<file path="src/rtl/bot_reg_sync_pkg.sv">
// Shared display constants, BotInfo field layout and the update FSM encoding.
package bot_reg_sync_pkg;

    localparam int V_ACTIVE_DEF = 768;
    localparam int H_ACTIVE_DEF = 1024;

    // BotInfo field positions
    localparam int SPEED_HI  = 7;
    localparam int SPEED_LO  = 4;
    localparam int ORIENT_HI = 2;
    localparam int ORIENT_LO = 0;

    typedef enum logic {
        IDLE    = 1'b0,
        PENDING = 1'b1
    } state_t;

    // A bot with non-zero speed animates its sprite.
    function automatic logic bot_moving(input logic [7:0] info);
        return info[SPEED_HI:SPEED_LO] != 4'd0;
    endfunction

endpackage

</file>
<file path="src/rtl/bot_reg_sync_anim_seq.sv">
// Ping-pong sprite column counter (0-1-2-1-0...), stepped once every
// ANIM_FRAMES video frames while the bot is moving; parks at column 1
// when the bot stops.
module bot_reg_sync_anim_seq #(
    parameter int ANIM_FRAMES = 8
) (
    input  logic       clk,
    input  logic       reset,
    input  logic       step_en,
    input  logic       moving,
    output logic [1:0] frame_col
);

    localparam logic [7:0] LAST_CNT = 8'(ANIM_FRAMES - 1);

    logic [7:0] anim_cnt;
    logic       dir_up;
    logic [1:0] next_col;

    // Candidate column one step along the current direction.
    always_comb begin
        next_col = dir_up ? frame_col + 2'd1 : frame_col - 2'd1;
    end

    // Frame-rate divider and direction bounce at the column limits.
    always_ff @(posedge clk or posedge reset) begin
        if (reset) begin
            frame_col <= 2'd1;
            anim_cnt  <= 8'd0;
            dir_up    <= 1'b1;
        end else if (step_en) begin
            if (!moving) begin
                frame_col <= 2'd1;
                anim_cnt  <= 8'd0;
                dir_up    <= 1'b1;
            end else if (anim_cnt == LAST_CNT) begin
                anim_cnt  <= 8'd0;
                frame_col <= next_col;
                if (next_col == 2'd2)
                    dir_up <= 1'b0;
                else if (next_col == 2'd0)
                    dir_up <= 1'b1;
            end else begin
                anim_cnt <= anim_cnt + 8'd1;
            end
        end
    end

endmodule

</file>
<file path="src/rtl/bot_reg_sync.sv">
// Double-buffers Rojobot location/info updates so the display-facing
// registers only change at the start of vertical blank (no icon tearing),
// and drives the sprite animation column.
module bot_reg_sync
    import bot_reg_sync_pkg::*;
#(
    parameter int V_ACTIVE    = V_ACTIVE_DEF,
    parameter int ANIM_FRAMES = 8,
    parameter int LOC_W       = 8
) (
    input  logic               clk,
    input  logic               reset,
    input  logic signed [31:0] pixel_row,
    input  logic               upd_sysregs,
    input  logic [LOC_W-1:0]   LocX_in,
    input  logic [LOC_W-1:0]   LocY_in,
    input  logic [7:0]         BotInfo_in,
    output logic signed [31:0] LocX_reg,
    output logic signed [31:0] LocY_reg,
    output logic [7:0]         BotInfo_reg,
    output logic signed [31:0] frame_col,
    output logic               commit_pulse,
    output logic [7:0]         overrun_cnt
);

    state_t           state;
    logic             in_vblank_d;
    logic             in_vblank;
    logic             vblank_start;
    logic [LOC_W-1:0] shadow_x;
    logic [LOC_W-1:0] shadow_y;
    logic [7:0]       shadow_info;
    logic [LOC_W-1:0] loc_x;
    logic [LOC_W-1:0] loc_y;
    logic [7:0]       info;
    logic             commit_now;
    logic [7:0]       commit_info;
    logic             moving;
    logic [1:0]       col;

    // Rising edge of "row is in vblank"; one cycle per frame.
    always_comb begin
        in_vblank    = pixel_row >= V_ACTIVE;
        vblank_start = in_vblank && !in_vblank_d;
    end

    // Row-in-vblank history; starts high so a reset inside vblank
    // cannot fabricate a vblank edge.
    always_ff @(posedge clk or posedge reset) begin
        if (reset)
            in_vblank_d <= 1'b1;
        else
            in_vblank_d <= in_vblank;
    end

    // What (if anything) is committed this cycle; fresh inputs beat the shadow.
    always_comb begin
        commit_now  = vblank_start && (upd_sysregs || state == PENDING);
        commit_info = upd_sysregs ? BotInfo_in : shadow_info;
        moving      = commit_now ? bot_moving(commit_info) : bot_moving(info);
    end

    // Shadow/commit FSM with registered display-facing outputs.
    always_ff @(posedge clk or posedge reset) begin
        if (reset) begin
            state        <= IDLE;
            shadow_x     <= '0;
            shadow_y     <= '0;
            shadow_info  <= 8'd0;
            loc_x        <= '0;
            loc_y        <= '0;
            info         <= 8'd0;
            commit_pulse <= 1'b0;
            overrun_cnt  <= 8'd0;
        end else begin
            commit_pulse <= 1'b0;
            if (vblank_start && upd_sysregs) begin
                // Update coincides with vblank: bypass the shadow.
                loc_x        <= LocX_in;
                loc_y        <= LocY_in;
                info         <= BotInfo_in;
                commit_pulse <= 1'b1;
                state        <= IDLE;
            end else begin
                case (state)
                    IDLE: begin
                        if (upd_sysregs) begin
                            shadow_x    <= LocX_in;
                            shadow_y    <= LocY_in;
                            shadow_info <= BotInfo_in;
                            state       <= PENDING;
                        end
                    end
                    PENDING: begin
                        if (vblank_start) begin
                            loc_x        <= shadow_x;
                            loc_y        <= shadow_y;
                            info         <= shadow_info;
                            commit_pulse <= 1'b1;
                            state        <= IDLE;
                        end else if (upd_sysregs) begin
                            // Latest update wins; the dropped one is counted.
                            shadow_x    <= LocX_in;
                            shadow_y    <= LocY_in;
                            shadow_info <= BotInfo_in;
                            if (overrun_cnt != 8'hFF)
                                overrun_cnt <= overrun_cnt + 8'd1;
                        end
                    end
                    default: state <= IDLE;
                endcase
            end
        end
    end

    bot_reg_sync_anim_seq #(
        .ANIM_FRAMES (ANIM_FRAMES)
    ) u_anim (
        .clk       (clk),
        .reset     (reset),
        .step_en   (vblank_start),
        .moving    (moving),
        .frame_col (col)
    );

    assign LocX_reg    = 32'(loc_x);
    assign LocY_reg    = 32'(loc_y);
    assign BotInfo_reg = info;
    assign frame_col   = 32'(col);

endmodule

</file>
<file path="config.mk">
export PLATFORM = sky130hd
export DESIGN_NAME = bot_reg_sync
export DESIGN_NICKNAME = d
export VERILOG_FILES = /design/src/rtl/bot_reg_sync_pkg.sv /design/src/rtl/bot_reg_sync_anim_seq.sv /design/src/rtl/bot_reg_sync.sv
export SDC_FILE = /design/constraint.sdc
export NUM_CORES = 1
export LEC_CHECK = 0
export ABC_AREA = 1
export BUFFER_PORTS_ARGS = -buffer_cell sky130_fd_sc_hd__buf_2
export CORE_UTILIZATION = 35
export CTS_CLUSTER_DIAMETER = 120
export CTS_CLUSTER_SIZE = 16
export DETAILED_ROUTE_END_ITERATION = 8
export PLACE_DENSITY = 0.62
export SLEW_MARGIN = 10
export SYNTH_ARGS = -nofsm -noshare
export SYNTH_HDL_FRONTEND = slang
export SYNTH_SLANG_ARGS = --single-unit
</file>
<file path="constraint.sdc">
create_clock -name clk -period 2.9 [get_ports clk]
set_input_delay 0.725 -clock clk [delete_from_list [all_inputs] [get_ports clk]]
set_output_delay 0.725 -clock clk [all_outputs]
set_load 0.01 [all_outputs]
</file>
==> flow_summary.toml <==
[run_status]
status = "finished with violations"
violations = "DRC"

[global_routing]
antenna_found_initial = 1
grt_pass1_vias = 2843
grt_max_degree = 41
grt_pass1_wl_um = 13300
gr-total-overflow = 0
grt_util_all_layers_pct = 13.4

[cts]
cts_tree = "done"
cts_buffers = 9
post-cts-setup-buffer-count = 0
hold_buffers = 0
path_clk_slew_ns = 0.06
cts_buffer_depth = 2
cts_root_buffer = "clkbuf_16"
ctsResizeCount = 0
htree_levels = 3
clk_latency_ns = 0.33
clock-sinks = 70

[finish]
layout_commonest_cell = "nand2_1"
syn2layout_area_growth_pct = 12.1
post-route-util_pct = 40.8
diodes = 0
layout_common_cells = "nand2_1 (93), buf_2 (85), conb_1 (78)"
drive_gt1_share_pct = 30.8
final_nets = 622
final_cells = 708
fillCellCount = 1212

[pwr]
internal-power_mw = 2.26
p_comb_share_pct = 23.6
p_switching_mw = 1.09
pwr-share-seq_pct = 39.9
peakVddDrop_uv = 304
p_leak_nw = 2.49
powerDensity_nw_per_um2 = 709
pwr-share-clk_pct = 36.6
switching_share_pct = 32.6

[sta]
slew_violations = 0
setup_slack_ns = 0.915
fin_crit_ns = 1.98
timing.fmax_mhz = 504
tightest_slew_ns = 0.763
rsz0062_at_grt = "false"
min_period_over_period_pct = 68.4
clock_skew_ns = 0.00768
setup_tns_ns = 0
hold_viol = 0
maxSlewHeadroom_pct = 49.1
setup_violations = 0

[die]
fp.dieH_um = 112
num_rows = 39
initial_utilization_pct = 36.4
die_w_um = 112
ios = 172
dieArea_um2 = 12500
core_um2 = 11600

[logic_synthesis]
ys_ff_latch = 70
synth_cell_types = 40
syn_area_per_cell_um2 = 8.86
synth_edf_count = 0
yosys_warnings = 0
synth.area.top_cells = "dfrtp_1 (40%), buf_4 (14%), nand2_1 (8.3%)"
ys_seq_area_share_pct = 41.5
synth.largest_area_cell = "dfrtp_1"
synth_top_area_share_pct = 39.7
syn-instance-count = 477
synth_top_flop_cell = "dfrtp_1"
syn_area_um2 = 4230
async_reset_ff_share_pct = 100

[detailed_routing]
routed_wirelength_um = 7730
drtIter0Drc = 144
ant_nets = 0
wire_per_inst_um = 10.9
drt-vias-per-instance = 4.23
num_vias = 2996
drc = 21
first_pass_iters = 6

[worst_setup_path]
arrival_ns = 2.20
startpoint_type = "input port"
rr_startpoint = "in_vblank_d$_DFF_PP1_"
worstSetupEndpointType = "flop"
path_class = "input port to flop"
crit_start = "pixel_row[30]"
required_ns = 3.11
reg2reg_depth = 8
crit_end = "loc_x[7]$_DFFE_PP0P_"
r2r_setup_slack_ns = 1.27
path_max_fanout = 40
r2r-end = "u_anim.anim_cnt[2]$_DFFE_PP0N_"

[placement]
place_ws_ns = 0.581
dp_cells = 692
gp_congestion = 0.780
io_buffers = 85
dp.final_hpwl_um = 5410

[run]
max-cap-violations = 0

[hold_path]
hold_path.class = "flop to flop"
-- area by class of cell --
cell class                      instances  area [um2]  area share [%]
Clock buffer                            9         225            4.76
Clock inverter                          7         105            2.22
Inverter                               48         190            4.02
Multi-Input combinational cell        343        1820            38.4
Sequential cell                        70        1760            37.1
Tap cell                              143         179            3.78
Timing Repair Buffer                   88         460            9.73
-- per-stage QoR --
stage	total power [mW]	cell area (um2)	hold slack, ns
detailed placement	2.15	4400	0.467
global placement	2.12	4400	0.459
CTS	3.41	4730	0.473
floorplan	1.98	4510	0.448
finish	3.36	4730	0.479
global route	3.57	4730	0.499
-- how the worst min path moves through the flow --
stage	depth (start not counted)	from	to	slack [ns]
after detailed placement	2	loc_y[4]$_DFFE_PP0P_	loc_y[4]$_DFFE_PP0P_	0.47
after floorplan	2	u_anim.dir_up$_DFFE_PP1P_	u_anim.dir_up$_DFFE_PP1P_	0.45
final	2	loc_y[5]$_DFFE_PP0P_	loc_y[5]$_DFFE_PP0P_	0.48
after CTS	2	u_anim.dir_up$_DFFE_PP1P_	u_anim.dir_up$_DFFE_PP1P_	0.47
after global placement	2	BotInfo_reg[3]$_DFFE_PP0P_	BotInfo_reg[3]$_DFFE_PP0P_	0.46
after global routing	2	u_anim.dir_up$_DFFE_PP1P_	u_anim.dir_up$_DFFE_PP1P_	0.50
-- logic make-up (layout without fill, tap and decap cells) --
logic type	after synthesis	after routing	share of synthesized area, %
buffers and inverters	141	152	22.2
adders and majority gates	3	3	0.888
AOI/OAI and AO/OA	80	80	12.7
muxes	3	3	0.740
xor gates and xnor gates	12	12	2.49
DFF	70	70	41.5
and+or+nand+nor	167	167	19.3
other	1	78	0.0888
-- synthesized netlist by cell type, types with 10 or more instances --
library cell and n:
nor2_1 30, o21ai_0 13, a21oi_2 20, o21ai_2 13, nor2_2 12, o21ai_1 20
dfrtp_1 67, inv_1 43, buf_4 78, nand2_1 93, xor2_1 10
-- critical path, stage by stage --
cell,delay (ns)
buf_2,0.10
nor2_1,0.11
nand2_1,0.06
nor2_1,0.13
nand3_2,0.16
nand3_4,0.25
inv_6,0.11
nand2_8,0.25
nor2_1,0.10
a21oi_2,0.11
o21ai_1,0.07
-- layer usage --
metal  global-route usage [%]  part of all wire, %  wire length, um  up-vias
met5                        0                 0.17               13        -
met1                     16.1                   44             3390     1360
met3                     4.84                  7.0              540        9
met2                     22.2                   48             3700      112
li1                         -                    -                -     1513
met4                     4.59                  1.0               81        2
-- power by group through the flow --
stage	Clock, mW	Combinational, mW	Sequential [mW]
6_report	1.23	0.791	1.34
4_1_cts	1.27	0.802	1.34
3_5_place_dp	0	0.796	1.36
2_1_floorplan	0	0.592	1.39
3_3_place_gp	0	0.778	1.35
5_1_grt	1.30	0.901	1.37
Note: power is estimated with default switching activity, not from simulation.
